--- src/rtl/muldiv_unit.sv ---
// rtl/muldiv_unit.sv - iterative multiply/divide unit with architectural HI/LO registers
// One result bit per RUN cycle; FIX applies sign correction and commits HI/LO.
module muldiv_unit #(
  parameter int WIDTH = 32
) (
  input  logic             i_clk,
  input  logic             i_rst_n,
  input  logic             i_start,
  input  logic [1:0]       i_op,
  input  logic [WIDTH-1:0] i_a,
  input  logic [WIDTH-1:0] i_b,
  input  logic             i_hi_we,
  input  logic             i_lo_we,
  input  logic [WIDTH-1:0] i_wdata,
  output logic             o_busy,
  output logic             o_done,
  output logic             o_div_by_zero,
  output logic [WIDTH-1:0] o_hi,
  output logic [WIDTH-1:0] o_lo
);

  localparam int CW = $clog2(WIDTH);

  typedef enum logic [1:0] {S_IDLE, S_RUN, S_FIX} state_t;

  state_t             r_state;
  logic [CW-1:0]      r_cnt;
  logic               r_is_div;
  logic               r_neg_q;
  logic               r_neg_r;
  logic [2*WIDTH-1:0] r_acc;
  logic [WIDTH-1:0]   r_opb;
  logic [WIDTH-1:0]   r_hi;
  logic [WIDTH-1:0]   r_lo;
  logic               r_busy;
  logic               r_done;
  logic               r_dbz;

  logic               w_signed;
  logic [WIDTH-1:0]   w_a_mag;
  logic [WIDTH-1:0]   w_b_mag;
  logic [WIDTH:0]     w_mul_sum;
  logic [WIDTH:0]     w_div_trial;
  logic               w_div_ok;
  logic [WIDTH-1:0]   w_div_rem;
  logic [2*WIDTH-1:0] w_mul_next;
  logic [2*WIDTH-1:0] w_div_next;
  logic [2*WIDTH-1:0] w_prod;
  logic [WIDTH-1:0]   w_quo;
  logic [WIDTH-1:0]   w_rem;

  assign w_signed = ~i_op[0];
  assign w_a_mag  = (w_signed && i_a[WIDTH-1]) ? -i_a : i_a;
  assign w_b_mag  = (w_signed && i_b[WIDTH-1]) ? -i_b : i_b;

  // Multiply: accumulator upper half collects partial sums, lower half holds the shifting multiplier.
  assign w_mul_sum  = {1'b0, r_acc[2*WIDTH-1:WIDTH]} + (r_acc[0] ? {1'b0, r_opb} : '0);
  assign w_mul_next = {w_mul_sum, r_acc[WIDTH-1:1]};

  // Divide: bit WIDTH of the trial difference is the borrow, meaning the divisor did not fit.
  assign w_div_trial = {r_acc[2*WIDTH-1:WIDTH], r_acc[WIDTH-1]} - {1'b0, r_opb};
  assign w_div_ok    = ~w_div_trial[WIDTH];
  assign w_div_rem   = w_div_ok ? w_div_trial[WIDTH-1:0] : {r_acc[2*WIDTH-2:WIDTH], r_acc[WIDTH-1]};
  assign w_div_next  = {w_div_rem, r_acc[WIDTH-2:0], w_div_ok};

  assign w_prod = r_neg_q ? -r_acc : r_acc;
  assign w_quo  = r_neg_q ? -r_acc[WIDTH-1:0] : r_acc[WIDTH-1:0];
  assign w_rem  = r_neg_r ? -r_acc[2*WIDTH-1:WIDTH] : r_acc[2*WIDTH-1:WIDTH];

  always_ff @(posedge i_clk or negedge i_rst_n) begin
    if (!i_rst_n) begin
      r_state  <= S_IDLE;
      r_cnt    <= '0;
      r_is_div <= 1'b0;
      r_neg_q  <= 1'b0;
      r_neg_r  <= 1'b0;
      r_acc    <= '0;
      r_opb    <= '0;
      r_hi     <= '0;
      r_lo     <= '0;
      r_busy   <= 1'b0;
      r_done   <= 1'b0;
      r_dbz    <= 1'b0;
    end else begin
      r_done <= 1'b0;
      r_dbz  <= 1'b0;
      case (r_state)
        S_IDLE: begin
          if (i_hi_we) r_hi <= i_wdata;
          if (i_lo_we) r_lo <= i_wdata;
          if (i_start) begin
            if (i_op[1] && (i_b == '0)) begin
              r_done <= 1'b1;
              r_dbz  <= 1'b1;
            end else begin
              r_state  <= S_RUN;
              r_busy   <= 1'b1;
              r_cnt    <= '0;
              r_is_div <= i_op[1];
              r_neg_q  <= w_signed & (i_a[WIDTH-1] ^ i_b[WIDTH-1]);
              r_neg_r  <= w_signed & i_a[WIDTH-1];
              r_acc    <= {{WIDTH{1'b0}}, (i_op[1] ? w_a_mag : w_b_mag)};
              r_opb    <= i_op[1] ? w_b_mag : w_a_mag;
            end
          end
        end
        S_RUN: begin
          r_acc <= r_is_div ? w_div_next : w_mul_next;
          r_cnt <= r_cnt + 1'b1;
          if (r_cnt == CW'(WIDTH - 1)) r_state <= S_FIX;
        end
        S_FIX: begin
          if (r_is_div) begin
            r_hi <= w_rem;
            r_lo <= w_quo;
          end else begin
            r_hi <= w_prod[2*WIDTH-1:WIDTH];
            r_lo <= w_prod[WIDTH-1:0];
          end
          r_done  <= 1'b1;
          r_busy  <= 1'b0;
          r_state <= S_IDLE;
        end
        default: r_state <= S_IDLE;
      endcase
    end
  end

  assign o_busy        = r_busy;
  assign o_done        = r_done;
  assign o_div_by_zero = r_dbz;
  assign o_hi          = r_hi;
  assign o_lo          = r_lo;

endmodule

--- config.mk ---
export PLATFORM = sky130hd
export DESIGN_NAME = muldiv_unit
export DESIGN_NICKNAME = d
export VERILOG_FILES = /design/src/rtl/muldiv_unit.sv
export SDC_FILE = /design/constraint.sdc
export NUM_CORES = 1
export LEC_CHECK = 0
export CAP_MARGIN = 20
export CORE_ASPECT_RATIO = 1.2
export CORE_MARGIN = 1.5
export CORE_UTILIZATION = 50
export CTS_BUF_LIST = sky130_fd_sc_hd__clkbuf_8
export DETAILED_ROUTE_END_ITERATION = 8
export PLACE_DENSITY = 0.68
export SYNTH_ARGS = -nofsm -noshare
export SYNTH_HDL_FRONTEND = slang
export SYNTH_SLANG_ARGS = --single-unit
--- constraint.sdc ---
create_clock -name i_clk -period 6.28 [get_ports i_clk]
set_input_delay 1.256 -clock i_clk [delete_from_list [all_inputs] [get_ports i_clk]]
set_output_delay 1.256 -clock i_clk [all_outputs]
set_load 0.005 [all_outputs]
==> impl_results.md, run 1 <==
* Status: completed
* Largest net degree at the start of global routing at approximately 120
* Routed via count at 14500
* Antenna-violating nets left at 0
* Yosys cell types at 77
* Maxcap violations at 0
* Hold depth at 2
* Full die area at 30700 um2
* Detail Placement HPWL at 40.3 mm
* Ys async rst share at 100%
* PortBufs at 169
* P&R area growth vs syn at 16.0%
* Leak Pwr at ~0.0073 uW
* Layout cell share with drive strength beyond 1 at 4.79%
* Min-Delay Path Class: flip-flop to flip-flop
* Initial core utilization at 51.1%
* H-tree depth at 4
* Worst R2R End: r_acc[63]
* Pint at 4820 uW
* Max frequency at 0.206 GHz
* CP endpoint kind: flip-flop
* Std-Cell Core Area at 29000 um2
* WP data required at 6.69 ns
* Setup TNS at 0 ns
* DR pass1 iterations at 7
* WS Path Type: input pin to flip-flop
* Comb power frac at 66.9%
* CP Launch Type: input pin
* Syn Std Cell Area at about 15000 um2
* Fin crit share at approximately 77%
* GRT overflow at 0
* Slew @ Worst Pin at 1.05 ns
* Final worst path period need at 4.86 ns
* RSZ-0062 raised after global routing: no
* Sw power at 4900 uW
* First-pass GRT wire length at 79.4 mm
* Synthesized area per cell at 7.85 um2
* DRC violations left at 0
* # rows at 68
* Dominant cells by area after synthesis: dfrtp_1 29%, a21oi_1 7.3%, nor2_1 6.2%
* Vias per Instance at 6.06
* Net Sw Frac at 50.4%
* Vias in the first global route at 13700
* Register area at 4330 um2
* Cell taking the most area after synthesis: dfrtp_1
* Sequential fraction of the synthesis area at 29.2%
* Final Skew at 0.0238 ns
* Ys flop type: dfrtp_1
* YS warnings at 0
* Initial antenna violation count at 0
* Worst reg2reg setup slack at approximately 1.7 ns
* Core Util, Final at 59.3%
* Clock power share at 8.4%
* Maximum buffer depth of the clock tree at 2
* Max VDD drop at just over 0.4 mV
* Final wirelength at 51.4 mm
* Nets@finish at 2166
* Reg power frac at approximately 25%
* RD Place Congestion at 0.956
* Cts-stage hold buffer count at 0
* Fin. Hold Viols at 0
* Hold Path Sink: o_lo[6]
* Yosys top cell area share at a little under 30%
* Post-Synthesis Cells at 1890
* IO Count at 170
* Max-slew headroom at 30.1%
* Filler Cells Inserted at 2693
* Clock Latency Late Sink at 0.50 ns
* CP Max Fanout at 52
* Syn nets at 2065
* Chip width at 160 um
* PwrDens at roughly 570 nW/um2
* DRT iter0 DRCs at about 1400
* TritonCTS Buffers at 17
* HP Start: o_lo[6]
* Post-CTS sizing at 0
* EDFF count, synth at 0
* CTS sink count at 173
* WL per Instance at about 22 um
* Slew Viols, Final at 0
* WP data arrival at 5.27 ns
* Multi-input logic area at 9890 um2
* FF+latch count, synth at approximately 170
* TritonCTS clock tree: yes
* Antenna cell count at 0
* Die H at roughly 190 um
* Setup Buffers After CTS at 0
* Endpoints failing setup at 0
* Root Driver: clkbuf_8
* Worst reg2reg path depth at 13
* Total GRT Usage at 33.7%
* Reg clk slew, reported paths at 0.10 ns
* R2r startpoint: r_acc[0]
## placed cells by master, fill, tap and decap left out, drive strengths merged, types with 10 or more instances in the layout
| master | count |
|---|---|
| nor2 | 246 |
| a21oi | 216 |
| o31ai | 39 |
| nand4 | 10 |
| a22oi | 21 |
| or4 | 22 |
| mux2i | 76 |
| nor2b | 16 |
| a211oi | 11 |
| o221ai | 13 |
| clkdlybuf4s50 | 167 |
| nor4 | 17 |
| o21bai | 12 |
| o21ai | 171 |
| nand2 | 173 |
| nor3 | 26 |
| a21o | 29 |
| o41ai | 12 |
| inv | 72 |
| a31oi | 18 |
| dfrtp | 173 |
| clkbuf | 17 |
| mux2 | 14 |
| xnor2 | 105 |
| buf | 25 |
| nand3 | 15 |
| xor2 | 75 |
| ha | 70 |
| nand2b | 22 |
## logic make-up (layout without fill, tap and decap cells)
| group | after synthesis | after routing | share of synthesized area [%] |
|---|---|---|---|
| mux | 90 | 90 | 6.19 |
| buf+inv | 175 | 288 | 4.55 |
| fa+ha+maj | 72 | 72 | 6.17 |
| compound gates | 598 | 598 | 24.2 |
| simple gates | 602 | 602 | 19.0 |
| flops | 173 | 173 | 29.2 |
| xor+xnor | 180 | 180 | 10.6 |
## routing by layer
metal | GRT usage, % | vias up | share of wire [%]
met5 | 0 | - | 0
met4 | 13.6 | 0 | 3.7
met3 | 4.30 | 84 | 5.4
met2 | 58.0 | 543 | 49
met1 | 42.9 | 6919 | 42
li1 | - | 6922 | -
## how the worst max path moves through the flow
stage	startpoint	endpoint	slack, ns	cells past startpoint
after floorplan	i_b[15]	r_is_div	2.35	12
after global placement	i_b[3]	r_opb[13]	1.18	12
after detailed placement	i_b[3]	r_opb[3]	0.97	12
after CTS	i_b[3]	r_opb[3]	1.48	12
after global routing	i_b[3]	r_neg_q	1.17	13
final	i_b[3]	r_opb[13]	1.42	12
## worst max-delay path: stages
cell             delay, ns
clkdlybuf4s50_1       0.48
nor4_1                0.51
nand3b_1              0.30
nor4_4                0.44
nand2_1               0.14
or2_1                 0.26
nand4bb_4             0.25
a21o_1                0.19
buf_4                 0.27
nand2_2               0.61
buf_4                 0.33
mux2i_1               0.20
## through the flow
stage	setup WS [ns]	total power, uW	hold slack, ns	std cells	cell area [um2]
floorplan	2.35	6720	0.450	1890	14800
global placement	1.18	8660	0.459	2356	16800
detailed placement	0.966	8740	0.469	2356	16800
CTS	1.48	9580	0.492	2387	17200
global route	1.17	10400	0.512	2388	17200
finish	1.42	9730	0.486	2388	17200
## cells in the mapped netlist, types with 9 or more instances
cell type and count:
or4_1 19, o221ai_1 13, mux2_2 13, clkbuf_1 96
nand2_1 171, a31oi_1 18, nand2b_1 22, nor2_1 246
nor4_1 16, xor2_1 75, mux2i_1 76, dfrtp_1 173
o21ai_0 167, nand3_1 15, a21o_1 29, nor2b_1 16
o211ai_1 9, o41ai_1 12, a21oi_1 215, nor3_1 26
o31ai_1 37, xnor2_1 105, ha_1 70, a211oi_1 11
inv_1 64, a22oi_1 21, nand4_1 10, o21bai_1 12
## power groups by stage
stage | logic, uW | clock network (uW) | registers (uW)
2_1_floorplan | 4640 | 0 | 2080
4_1_cts | 6360 | 831 | 2390
5_1_grt | 7100 | 868 | 2460
3_5_place_dp | 6330 | 0 | 2410
3_3_place_gp | 6270 | 0 | 2390
6_report | 6500 | 819 | 2400
## registers in the layout (all words and copies together) (netlist names), 2 cells and up
signal   flops
r_acc       64
o_hi        32
r_opb       32
o_lo        32
r_state      2
r_cnt        5
## cell type report
cell class	instances	area share [%]
tap	385	2.80
clock inverter	14	0.909
clock buffer	17	1.36
multi-input combinational	1542	57.5
timing repair buffer	192	10.9
inverter	65	1.42
sequential	173	25.2
No activity file was read; power rests on OpenSTA's default activity.
==> run 2: changes to the inputs <==
- clock period: 6.28 -> 4.8 ns (I/O delays scaled with it)
==> impl_results.md, run 2 (synthesis gave the netlist of run 1 again) <==
* TritonCTS clock tree: yes
* Routed via count at 14500 (+0.21%)
* PwrDens at 731 nW/um2 (+29%)
* PortBufs at 169 (unchanged)
* Pint at 6330 uW (+31%)
* Worst R2R End: r_acc[61]
* Fin. Hold Viols at 0 (unchanged)
* Largest net degree at the start of global routing at 88 (-23%)
* Register area at 4330 um2 (unchanged)
* Slew @ Worst Pin at 1.12 ns (+0.0676 ns)
* Min-Delay Path Class: flip-flop to flip-flop
* Setup Buffers After CTS at 0 (unchanged)
* Layout cell share with drive strength beyond 1 at 5.32% (+0.52 points)
* Hold depth at 2 (unchanged)
* Final wirelength at 49.7 mm (-3.3%)
* Final Non-Filler Cells at 2399 (+0.46%)
* Commonest cells after routing, fill and taps aside: 245 x nor2_1, 215 x a21oi_1, 172 x dfrtp_1
* Max frequency at approximately 0.24 GHz
* Comb power frac at 67.0% (about the same)
* Max reg flops at 64 (unchanged)
* DRC violations left at 0 (unchanged)
* DRT iter0 DRCs at 1014 (-27%)
* Max-slew headroom at 25.3% (-4.8 points)
* Final Skew at 0.0220 ns (-0.00181 ns)
* Post-Place Worst Slack at 0.546 ns (-0.420 ns)
* P&R area growth vs syn at 16.9%
* Design Area, Final at 17300 um2 (+0.73%)
* TritonCTS Buffers at 17 (unchanged)
* HP Start: o_hi[7]
* First-pass GRT wire length at 77.3 mm (-2.7%)
* Maxcap violations at 0 (unchanged)
* GRT overflow at 0 (unchanged)
* RD Place Congestion at 0.958 (+0.22%)
* Antenna-violating nets left at 0 (unchanged)
* Fin crit share at 88.3%
* CP Max Fanout at 22 (-58%)
* CTS sink count at 173 (unchanged)
* Post-CTS sizing at 0 (unchanged)
* Largest register by flop count: r_acc
* CP Launch Type: flip-flop
* Hold Path Sink: o_hi[7]
* Die H at 192 um (unchanged)
* CP endpoint kind: flip-flop
* Endpoints failing setup at 0 (unchanged)
* Max VDD drop at 0.598 mV (+47%)
* WL per Instance at 20.7 um (-3.7%)
* Multi-input logic area at 9890 um2 (unchanged)
* Cell total after placement at 2365 (+0.38%)
* RSZ-0062 raised after global routing: no
* R2r startpoint: r_acc[0]
* Std-Cell Core Area at 29000 um2 (unchanged)
* Final worst path period need at roughly 4.2 ns
* Vias in the first global route at 13700 (-0.13%)
* Slew Viols, Final at 0 (unchanged)
* Root Driver: clkbuf_8
* Net Sw Frac at 50.0% (-0.36 points)
* Total GRT Usage at 32.6% (-1.1 points)
* Commonest non-fill, non-tap cell in the layout: nor2_1
* Final worst slack at 0.561 ns (-0.859 ns)
* # rows at 68 (unchanged)
* Reg clk slew, reported paths at 0.10 ns (about the same)
* Cts-stage hold buffer count at 0 (unchanged)
* Status: completed
* Reg power frac at 24.6% (about the same)
* Vias per Instance at 6.04 (-0.25%)
* WP data required at 5.16 ns (-1.53 ns)
* Sw power at 6340 uW (+29%)
* Setup TNS at 0 ns (unchanged)
* Filler Cells Inserted at 2698 (+0.19%)
* Maximum buffer depth of the clock tree at 2 (unchanged)
* WP data arrival at 4.60 ns (-0.67 ns)
* Initial core utilization at 51.1% (unchanged)
* Clock power share at 8.4% (about the same)
* Worst reg2reg setup slack at 0.56 ns (-1.11 ns)
* Initial antenna violation count at 1 (+1)
* DR pass1 iterations at 5 (-2)
* Full die area at 30700 um2 (unchanged)
* IO Count at 170 (unchanged)
* Leak Pwr at 0.00740 uW (+0.97%)
* Hold Slack at 0.484 ns (-0.00175 ns)
* Clock Latency Late Sink at 0.50 ns (about the same)
* Nets@finish at 2175 (+0.42%)
* Worst reg2reg path depth at 14 (+1)
* H-tree depth at 4 (unchanged)
* Post-DP Area at 16900 um2 (+0.67%)
* WS Path Type: flip-flop to flip-flop
* Detail Placement HPWL at 39.1 mm (-2.9%)
* Chip width at 160 um (unchanged)
[run 2: changes by cell type in the layout (fill, tap and decap cells not counted), moves of 2 or more]
cell    before  now
buf_16       0    2
buf_4       23   29
inv_6        5    3
inv_8        2    5
[run 2: per-stage QoR]
step,total power [uW],utilization [%]
3_3_place_gp,11300,58.2
2_1_floorplan,8790,-
6_report,12700,59.8
3_5_place_dp,11500,58.3
4_1_cts,12600,59.7
5_1_grt,13600,59.8
[run 2: area by class of cell]
type	count	share of cell area [%]
Tap cell	385	2.78
Inverter	65	1.41
Antenna cell	1	0.0144
Clock buffer	18	1.43
Timing Repair Buffer	201	11.5
Clock inverter	14	0.837
Multi-Input combinational cell	1542	57.0
Sequential cell	173	25.0
[run 2: worst max path at each step]
stage / startpoint / to / slack, ns / depth (start not counted)
after global routing: r_acc[0] / r_acc[61] / 0.33 / 14
after floorplan: i_b[15] / r_is_div / 1.17 / 12
after global placement: i_a[0] / r_opb[28] / 0.54 / 12
after detailed placement: i_a[0] / r_opb[28] / 0.55 / 12
after CTS: r_acc[0] / r_acc[61] / 0.67 / 14
final: r_acc[0] / r_acc[61] / 0.56 / 14
[run 2: power by group through the flow]
stage / combinational, uW / sequential, uW / clock, uW
finish: 8490 / 3120 / 1060
global route: 9290 / 3200 / 1140
CTS: 8390 / 3100 / 1080
detailed placement: 8340 / 3140 / 0
global placement: 8210 / 3100 / 0
floorplan: 6070 / 2720 / 0
[run 2: worst max-delay path: stages (launching register included)]
cell       delay [ns]
dfrtp_1          0.50
inv_1            0.43
buf_4            0.38
nor2_1           0.10
ha_1             0.38
nand2_1          0.11
o21ai_0          0.24
a21oi_1          0.07
a21oi_1          0.21
a2111oi_0        0.13
o31ai_1          0.67
nand4b_1         0.27
a21boi_0         0.29
xnor2_1          0.17
o221ai_1         0.15
[run 2: layer usage]
layer  track usage, %  wire, um  vias to the layer above
met5                0         0                        -
met4             13.2      1880                        0
met3             3.45      2640                       95
met2             56.2     24000                      521
met1             41.9     21200                     6928
li1                 -         -                     6955
